`src/rtl/jzjpcc_memory_arbiter.sv`:
```
// Single-port SRAM arbiter between instruction fetch and load/store.
// Load/store wins ties, but a streak counter forces a fetch grant after MAX_LS_STREAK in a row.
module jzjpcc_memory_arbiter #(
  parameter int ADDR_WIDTH    = 12,
  parameter int MAX_LS_STREAK = 4
) (
  input  logic                  clock,
  input  logic                  reset,

  input  logic                  ifReq,
  input  logic [ADDR_WIDTH-1:0] ifAddr,
  output logic                  ifReady,
  output logic [31:0]           ifRdata,
  output logic                  ifRvalid,

  input  logic                  lsReq,
  input  logic                  lsWriteEn,
  input  logic [ADDR_WIDTH-1:0] lsAddr,
  input  logic [31:0]           lsWdata,
  input  logic [3:0]            lsByteMask,
  output logic                  lsReady,
  output logic [31:0]           lsRdata,
  output logic                  lsRvalid,

  output logic [ADDR_WIDTH-1:0] memAddr,
  output logic [31:0]           memWdata,
  output logic                  memWriteEn,
  output logic [3:0]            memByteMask,
  input  logic [31:0]           memRdata
);

  localparam int STREAK_WIDTH = $clog2(MAX_LS_STREAK + 1);
  localparam logic [STREAK_WIDTH-1:0] STREAK_MAX = STREAK_WIDTH'(MAX_LS_STREAK);
  localparam logic [STREAK_WIDTH-1:0] STREAK_ONE = STREAK_WIDTH'(1);

  logic [STREAK_WIDTH-1:0] streak_q, streak_d;
  logic                    if_rvalid_q, if_rvalid_d;
  logic                    ls_rvalid_q, ls_rvalid_d;
  logic                    if_grant, ls_grant;

  // Grants are forced low while reset is held so nothing reaches the SRAM mid-reset.
  always_comb begin
    if_grant = 1'b0;
    ls_grant = 1'b0;
    if (!reset) begin
      if (lsReq && (!ifReq || (streak_q != STREAK_MAX))) begin
        ls_grant = 1'b1;
      end else if (ifReq) begin
        if_grant = 1'b1;
      end
    end
  end

  // The streak only counts load/store wins that made fetch wait.
  always_comb begin
    streak_d = '0;
    if (ls_grant && ifReq && (streak_q != STREAK_MAX)) begin
      streak_d = streak_q + STREAK_ONE;
    end
  end

  always_comb begin
    memAddr     = '0;
    memWdata    = '0;
    memWriteEn  = 1'b0;
    memByteMask = '0;
    if (ls_grant) begin
      memAddr     = lsAddr;
      memWdata    = lsWdata;
      memWriteEn  = lsWriteEn;
      memByteMask = lsByteMask;
    end else if (if_grant) begin
      memAddr = ifAddr;
    end
  end

  // Stores are acknowledged by ready alone; only reads earn a response slot.
  always_comb begin
    if_rvalid_d = if_grant;
    ls_rvalid_d = ls_grant && !lsWriteEn;
  end

  always_ff @(posedge clock or posedge reset) begin
    if (reset) begin
      streak_q    <= '0;
      if_rvalid_q <= 1'b0;
      ls_rvalid_q <= 1'b0;
    end else begin
      streak_q    <= streak_d;
      if_rvalid_q <= if_rvalid_d;
      ls_rvalid_q <= ls_rvalid_d;
    end
  end

  assign ifReady  = if_grant;
  assign lsReady  = ls_grant;
  assign ifRvalid = if_rvalid_q;
  assign lsRvalid = ls_rvalid_q;
  assign ifRdata  = memRdata;
  assign lsRdata  = memRdata;

endmodule

```
`config.mk`:
```
export PLATFORM = sky130hd
export DESIGN_NAME = jzjpcc_memory_arbiter
export DESIGN_NICKNAME = d
export VERILOG_FILES = /design/src/rtl/jzjpcc_memory_arbiter.sv
export SDC_FILE = /design/constraint.sdc
export NUM_CORES = 1
export LEC_CHECK = 0
export BUFFER_PORTS_ARGS = -buffer_cell sky130_fd_sc_hd__buf_4
export CAP_MARGIN = 20
export CORE_AREA = 3 3 81 83
export DETAILED_ROUTE_END_ITERATION = 10
export DIE_AREA = 0 0 84 86
export SLEW_MARGIN = 20
export SYNTH_ARGS = -nofsm -noshare
export SYNTH_HDL_FRONTEND = slang
export SYNTH_SLANG_ARGS = --single-unit
```
`constraint.sdc`:
```
create_clock -name clock -period 1.8 [get_ports clock]
set_input_delay 0.09 -clock clock [delete_from_list [all_inputs] [get_ports clock]]
set_output_delay 0.09 -clock clock [all_outputs]
set_load 0.01 [all_outputs]
```
==> flow_summary.toml, run 1 <==
[status]
outcome = "finished, final reports clean"

[critical_path]
cpMaxStageDelayCell = "dfrtp_1"
cp_cell_sequence = "inv_1 -> ha_1 -> nand3_2 -> buf_4 -> and3_1 -> buf_4"
start_kind = "flip-flop"
cp_max_fo = 37
end_kind = "primary output"
path_class = "reg -> out"
cp.arrival_ns = 1.58
critPathMostFrequentCell = "buf_4"
slowest_delay_ns = 0.36
cp.required_ns = 1.71

[clocking]
cts_made_buffers = 3
cts_max_level = 1
clockBufferDepth = 2
clock_latency_ns = 0.22
cts_sinks = 5
clkTransAtPathRegs_ns = 0.03
clock-root-buffer = "clkbuf_8"
cts_tree = "built"

[placement]
gp_congestion = 0.7815
place_hpwl_mm = 3.142
place_ws_ns = 0.3459
port_buffers = 117

[grt]
grt_pass1_wl_mm = 5.595
overflow = 0
grt.total_usage = 0.09264
grt_pass1_vias = 1106
grt_max_degree = 38
antenna_found_initial = 0

[drt]
drc = 0
wire_per_inst_um = 13.90
dr.pass1.iters = 4
postRouteAntennaNets = 0
avgViaCountPerCell = 4.077
wirelength_mm = 3.795
num_vias = 1113
dr.first_iter.drc_count = 44

[sta]
timing.slew.headroom = 0.8026
fin_ws_ns = 0.1308
max_freq_ghz = 0.5991
timing.final.crit_share = 0.9273
setup_viol = 0
hold_viol = 0
period_needed_ns = 1.669
worstMarginPinSlew_ns = 0.2961
rsz0062_at_grt = "no"
holdWs_ns = 0.03160
drv_slew = 0
finalClockSkew_ns = 0.00008189
tns_ns = 0

[synthesis]
netlist_instances = 147
synthesis.nets = 246
ys_top_cells_by_area = "buf_4 (42%), and3_1 (20%), dfrtp_1 (11%), a22o_1 (7.7%), ha_1 (2.2%)"
ys_ff_latch = 5
yosysWarnings = 0
synth_top_area_cell = "buf_4"
yosysUniqueCellTypes = 22
yosysTopAreaCellShare = 0.4211
async_reset_ff_frac = 1.000
synth-edff-count = 0
synth_common_cells = "buf_4 (64), and3_1 (37), a22o_1 (10)"
synth_area_um2 = 1141
yosysMostFrequentCell = "buf_4"
seq_area_frac_synth = 0.1096
synth_flop_cell = "dfrtp_1"
avgSynthCellArea_um2 = 7.763

[die]
core.rowCount = 28
fp.dieW_um = 84
start_util = 0.1927
core-area_um2 = 5921
die_height_um = 86
dieArea_um2 = 7224
pin_count = 214

[job]
maxCapViolations = 0

[layout]
fin_util = 0.2783
antenna_cells = 0
multi_input_area_um2 = 454.2
layout-drive-gt1-share = 0.6566
seqCellArea_um2 = 125.1
fin_nets = 298
n_fill_cell = 647
syn2layout_area_growth_pct = 44.41

[power_and_ir_drop]
vdd_drop_max_mv = 0.2866
p_leak_nw = 1.002
powerDensity_nw_per_um2 = 371.7
total_power_mw = 0.6126

[hold_path]
hp-class = "in -> reg"
[area by class of cell]
cell class | count | share of cell area
Clock buffer | 4 | 0.02733
Sequential cell | 5 | 0.07593
Tap cell | 75 | 0.05695
Inverter | 3 | 0.006834
Multi-Input combinational cell | 64 | 0.2756
Timing Repair Buffer | 122 | 0.5573
[state kept, by name, indices dropped and copies added (netlist names)]
| name | flops |
|---|---|
| ifRvalid | 1 |
| lsRvalid | 1 |
| streak_q | 3 |
[placed cells by master, fill, tap and decap left out, types with 2 or more instances in the layout]
| master | count |
|---|---|
| buf_4 | 121 |
| and3_1 | 37 |
| a22o_1 | 10 |
| dfrtp_1 | 5 |
| inv_1 | 3 |
| clkbuf_8 | 3 |
| nand2_1 | 2 |
| a22o_2 | 2 |
| nor2_1 | 2 |
| ha_1 | 2 |
[per-stage QoR]
step / instances / instance area (um^2)
detailed placement: 268 / 1593
floorplan: 147 / 1141
global placement: 268 / 1593
finish: 273 / 1648
global route: 273 / 1648
CTS: 273 / 1648
[where the power goes]
group	total (mW)	switching, mW	internal, mW
logic	0.292	0.105	0.187
clock network	0.203	0.0516	0.152
registers	0.117	0.00127	0.116
[path summary, 6_finish.rpt]
path                                       start                    end  slack, ns  depth (start not counted)
setup / recovery           streak_q[0]$_DFF_PP0_         memByteMask[0]       0.13                          6
hold / removal                         lsWriteEn     lsRvalid$_DFF_PP0_       0.03                          2
setup reg to reg           streak_q[0]$_DFF_PP0_     lsRvalid$_DFF_PP0_       0.60                          5
hold reg to reg            streak_q[0]$_DFF_PP0_  streak_q[0]$_DFF_PP0_       0.47                          1
max in group asynchronous                  reset  streak_q[2]$_DFF_PP0_       1.27                          3
min in group asynchronous                  reset     lsRvalid$_DFF_PP0_       0.35                          3
[logic make-up (layout without fill, tap and decap cells)]
kind of cell    count (synthesis)  after routing  share of synthesized area
compound gates                 13             13                     0.1020
simple gates                   48             48                     0.2654
mux                             1              1                   0.008772
buf+inv                        78            129                     0.4923
flops                           5              5                     0.1096
fa+ha+maj                       2              2                    0.02193
[metal layers]
layer,global-route usage,vias to the layer above,wire length (um)
li1,-,532,-
met1,0.1042,477,1352
met2,0.1475,67,1824
met3,0.03842,37,446
met4,0.05409,0,170
met5,0,-,0
[critical path: cells and delay by family, from the launching register on]
family	cells	cell delay, ns
AND/OR/NAND/NOR	2	0.31
flip-flops	1	0.36
buffers and inverters	3	0.47
adder cells (fa/ha/maj)	1	0.22
[timing repair]
item,4_1_cts,5_1_grt
hold buffers,1,0
hold endpoints to repair,5,0
buffers inserted,0,0
resized for setup,0,0
(Power assumes the default switching activity.)
==> run 2, diff against run 1 <==
--- a/config.mk
+++ b/config.mk
@@ -5,11 +5,12 @@
 export SDC_FILE = /design/constraint.sdc
 export NUM_CORES = 1
 export LEC_CHECK = 0
+export ABC_AREA = 1
 export BUFFER_PORTS_ARGS = -buffer_cell sky130_fd_sc_hd__buf_4
 export CAP_MARGIN = 20
-export CORE_AREA = 3 3 81 83
+export CORE_AREA = 3 3 82 84
 export DETAILED_ROUTE_END_ITERATION = 10
-export DIE_AREA = 0 0 84 86
+export DIE_AREA = 0 0 85 87
 export SLEW_MARGIN = 20
 export SYNTH_ARGS = -nofsm -noshare
 export SYNTH_HDL_FRONTEND = slang
==> run 2 against run 1 <==
Against the previous run:
- global-route usage decreased by 0.25 points
- worst setup slack improved by 0.084 ns
- core utilization increased by 1.9 points
- synthesized cell count increased by 42%
- die area increased by 2.4%
- cell area increased by 8.1%
- wire length decreased by 2.6%
- largest power group unchanged
==> flow_summary.toml, run 2 <==
[layout]
antenna_cells = 0
top_register = "streak_q"
fin_util = 0.2974
n_fill_cell = 667
final_common_cell = "buf_4"
final_cell_area_um2 = 1782
seqCellArea_um2 = 125.1
syn2layout_area_growth_pct = 43.40
final_cell_mix = "buf_4 (120), inv_1 (43), nor2_1 (33), nand3_1 (26), nand2_1 (14)"
multi_input_area_um2 = 420.4
largest_reg_flops = 3
layout-drive-gt1-share = 0.5209
fin_nets = 363

[clocking]
clock-root-buffer = "clkbuf_8"
cts_sinks = 5
cts_tree = "built"
clock_latency_ns = 0.22
cts_max_level = 1
clockBufferDepth = 2
clkTransAtPathRegs_ns = 0.04
cts_made_buffers = 3

[hold_path]
hp-class = "in -> reg"
hold_path.startpoint = "lsWriteEn"
hold_depth = 2
hold_end = "lsRvalid$_DFF_PP0_"

[sta]
hold_viol = 0
setup_viol = 0
worstMarginPinSlew_ns = 0.2454
rsz0062_at_grt = "no"
timing.final.crit_share = 0.8805
tns_ns = 0
drv_slew = 0
timing.slew.headroom = 0.8358
period_needed_ns = 1.585
max_freq_ghz = 0.6310
finalClockSkew_ns = 0.004569

[drt]
drc = 0
dr.first_iter.drc_count = 26
dr.pass1.iters = 4
wire_per_inst_um = 10.94
postRouteAntennaNets = 0
wirelength_mm = 3.697
num_vias = 1286
avgViaCountPerCell = 3.805

[die]
pin_count = 214
core-area_um2 = 5991
core.rowCount = 28
dieArea_um2 = 7395
die_height_um = 87
fp.dieW_um = 85
start_util = 0.2074

[synthesis]
avgSynthCellArea_um2 = 5.945
netlist_instances = 209
synthesis.nets = 308
synth-edff-count = 0
async_reset_ff_frac = 1.000
ys_top_cells_by_area = "buf_4 (39%), inv_1 (13%), nand3_1 (10%), dfrtp_1 (10%), nor2_1 (10%)"
yosysTopAreaCellShare = 0.3927
synth_common_cells = "buf_4 (65), inv_1 (43), nor2_1 (33)"
synth_top_area_cell = "buf_4"
synth_flop_cell = "dfrtp_1"
ys_ff_latch = 5
synth_area_um2 = 1242
yosysUniqueCellTypes = 15
yosysWarnings = 0
seq_area_frac_synth = 0.1007
yosysMostFrequentCell = "buf_4"

[placement]
place_hpwl_mm = 3.106
port_buffers = 117
place_area_um2 = 1715
gp_congestion = 0.7369

[power_and_ir_drop]
p_leak_nw = 1.148
powerDensity_nw_per_um2 = 356.9
vdd_drop_max_mv = 0.3277

[grt]
grt_pass1_vias = 1202
grt.total_usage = 0.09012
grt_max_degree = 40
antenna_found_initial = 0
grt_pass1_wl_mm = 5.499
overflow = 0

[critical_path]
reg2reg_slack_ns = 0.58
cp_max_fo = 39
end_kind = "primary output"
r2r_start = "streak_q[0]$_DFF_PP0_"
r2r-end = "lsRvalid$_DFF_PP0_"
path_class = "reg -> out"
start_kind = "flip-flop"
cp.required_ns = 1.71
reg2reg_depth = 6
cp.arrival_ns = 1.49

[status]
outcome = "finished, final reports clean"

[job]
maxCapViolations = 0
-- run 2: routing by layer --
metal  vias up  track usage  wire [um]
met5         -            0          0
met4         0      0.05180        129
met3        25      0.03027        439
met2        70       0.1603       1940
met1       545      0.09204       1188
li1        646            -          -
-- run 2: area by class of cell --
cell class | count | share of cell area
clock buffers | 3 | 0.02317
well taps | 75 | 0.05267
clock inverters | 1 | 0.002809
inverters | 44 | 0.09270
multi-input cells | 88 | 0.2360
flip-flops and latches | 5 | 0.07022
repair buffers | 122 | 0.5225
-- run 2: worst max-delay path by stage --
stage	from	slack, ns	to	cells after the start
3_3_place_gp	streak_q[0]$_DFF_PP0_	0.35	ifReady	6
5_1_grt	streak_q[0]$_DFF_PP0_	0.05	memWdata[18]	7
4_1_cts	reset	0.04	memByteMask[2]	7
6_report	streak_q[0]$_DFF_PP0_	0.22	memWdata[13]	7
2_1_floorplan	streak_q[0]$_DFF_PP0_	0.51	memWdata[19]	7
3_5_place_dp	streak_q[0]$_DFF_PP0_	0.34	ifReady	6
-- run 2: worst max-delay path, cell delays in order, from the launching register on --
cell,delay [ns]
dfrtp_1,0.39
inv_1,0.06
ha_1,0.16
nand3_1,0.10
nand2_1,0.12
buf_12,0.21
nor2_1,0.07
buf_4,0.14
-- run 2: cell families (layout without fill, tap and decap cells) --
logic type / Yosys count / count (layout) / share of synthesized area
XOR/XNOR: 1 / 1 / 0.007051
adder cells (fa/ha/maj): 2 / 2 / 0.02014
buffers and inverters: 116 / 170 / 0.5629
flip-flops: 5 / 5 / 0.1007
AND/OR/NAND/NOR: 85 / 85 / 0.3092
-- run 2: stage by stage --
step	power (mW)	instances	worst slack, ns	hold slack [ns]
floorplan	0.3811	209	0.5141	-0.1315
global placement	0.4321	332	0.3525	0.04932
detailed placement	0.4345	332	0.3443	0.04604
CTS	0.6471	337	0.03877	0.02895
global route	0.6839	338	0.05003	0.04383
finish	0.6359	338	0.2152	0.03276
-- run 2: power breakdown --
| part | total (mW) | switching (mW) | internal [mW] | leakage [nW] |
|---|---|---|---|---|
| clock | 0.203 | 0.0540 | 0.149 | 0.0255 |
| combinational | 0.316 | 0.133 | 0.183 | 1.05 |
| sequential | 0.117 | 0.00130 | 0.116 | 0.0683 |
| total | 0.636 | 0.188 | 0.448 | 1.15 |
-- run 2: what timing repair did --
action,in CTS,in global routing
endpoints found under the hold margin,5,0
setup endpoints to repair,0,42
hold buffers,1,0
gates resized for setup,0,1
setup buffers,0,1
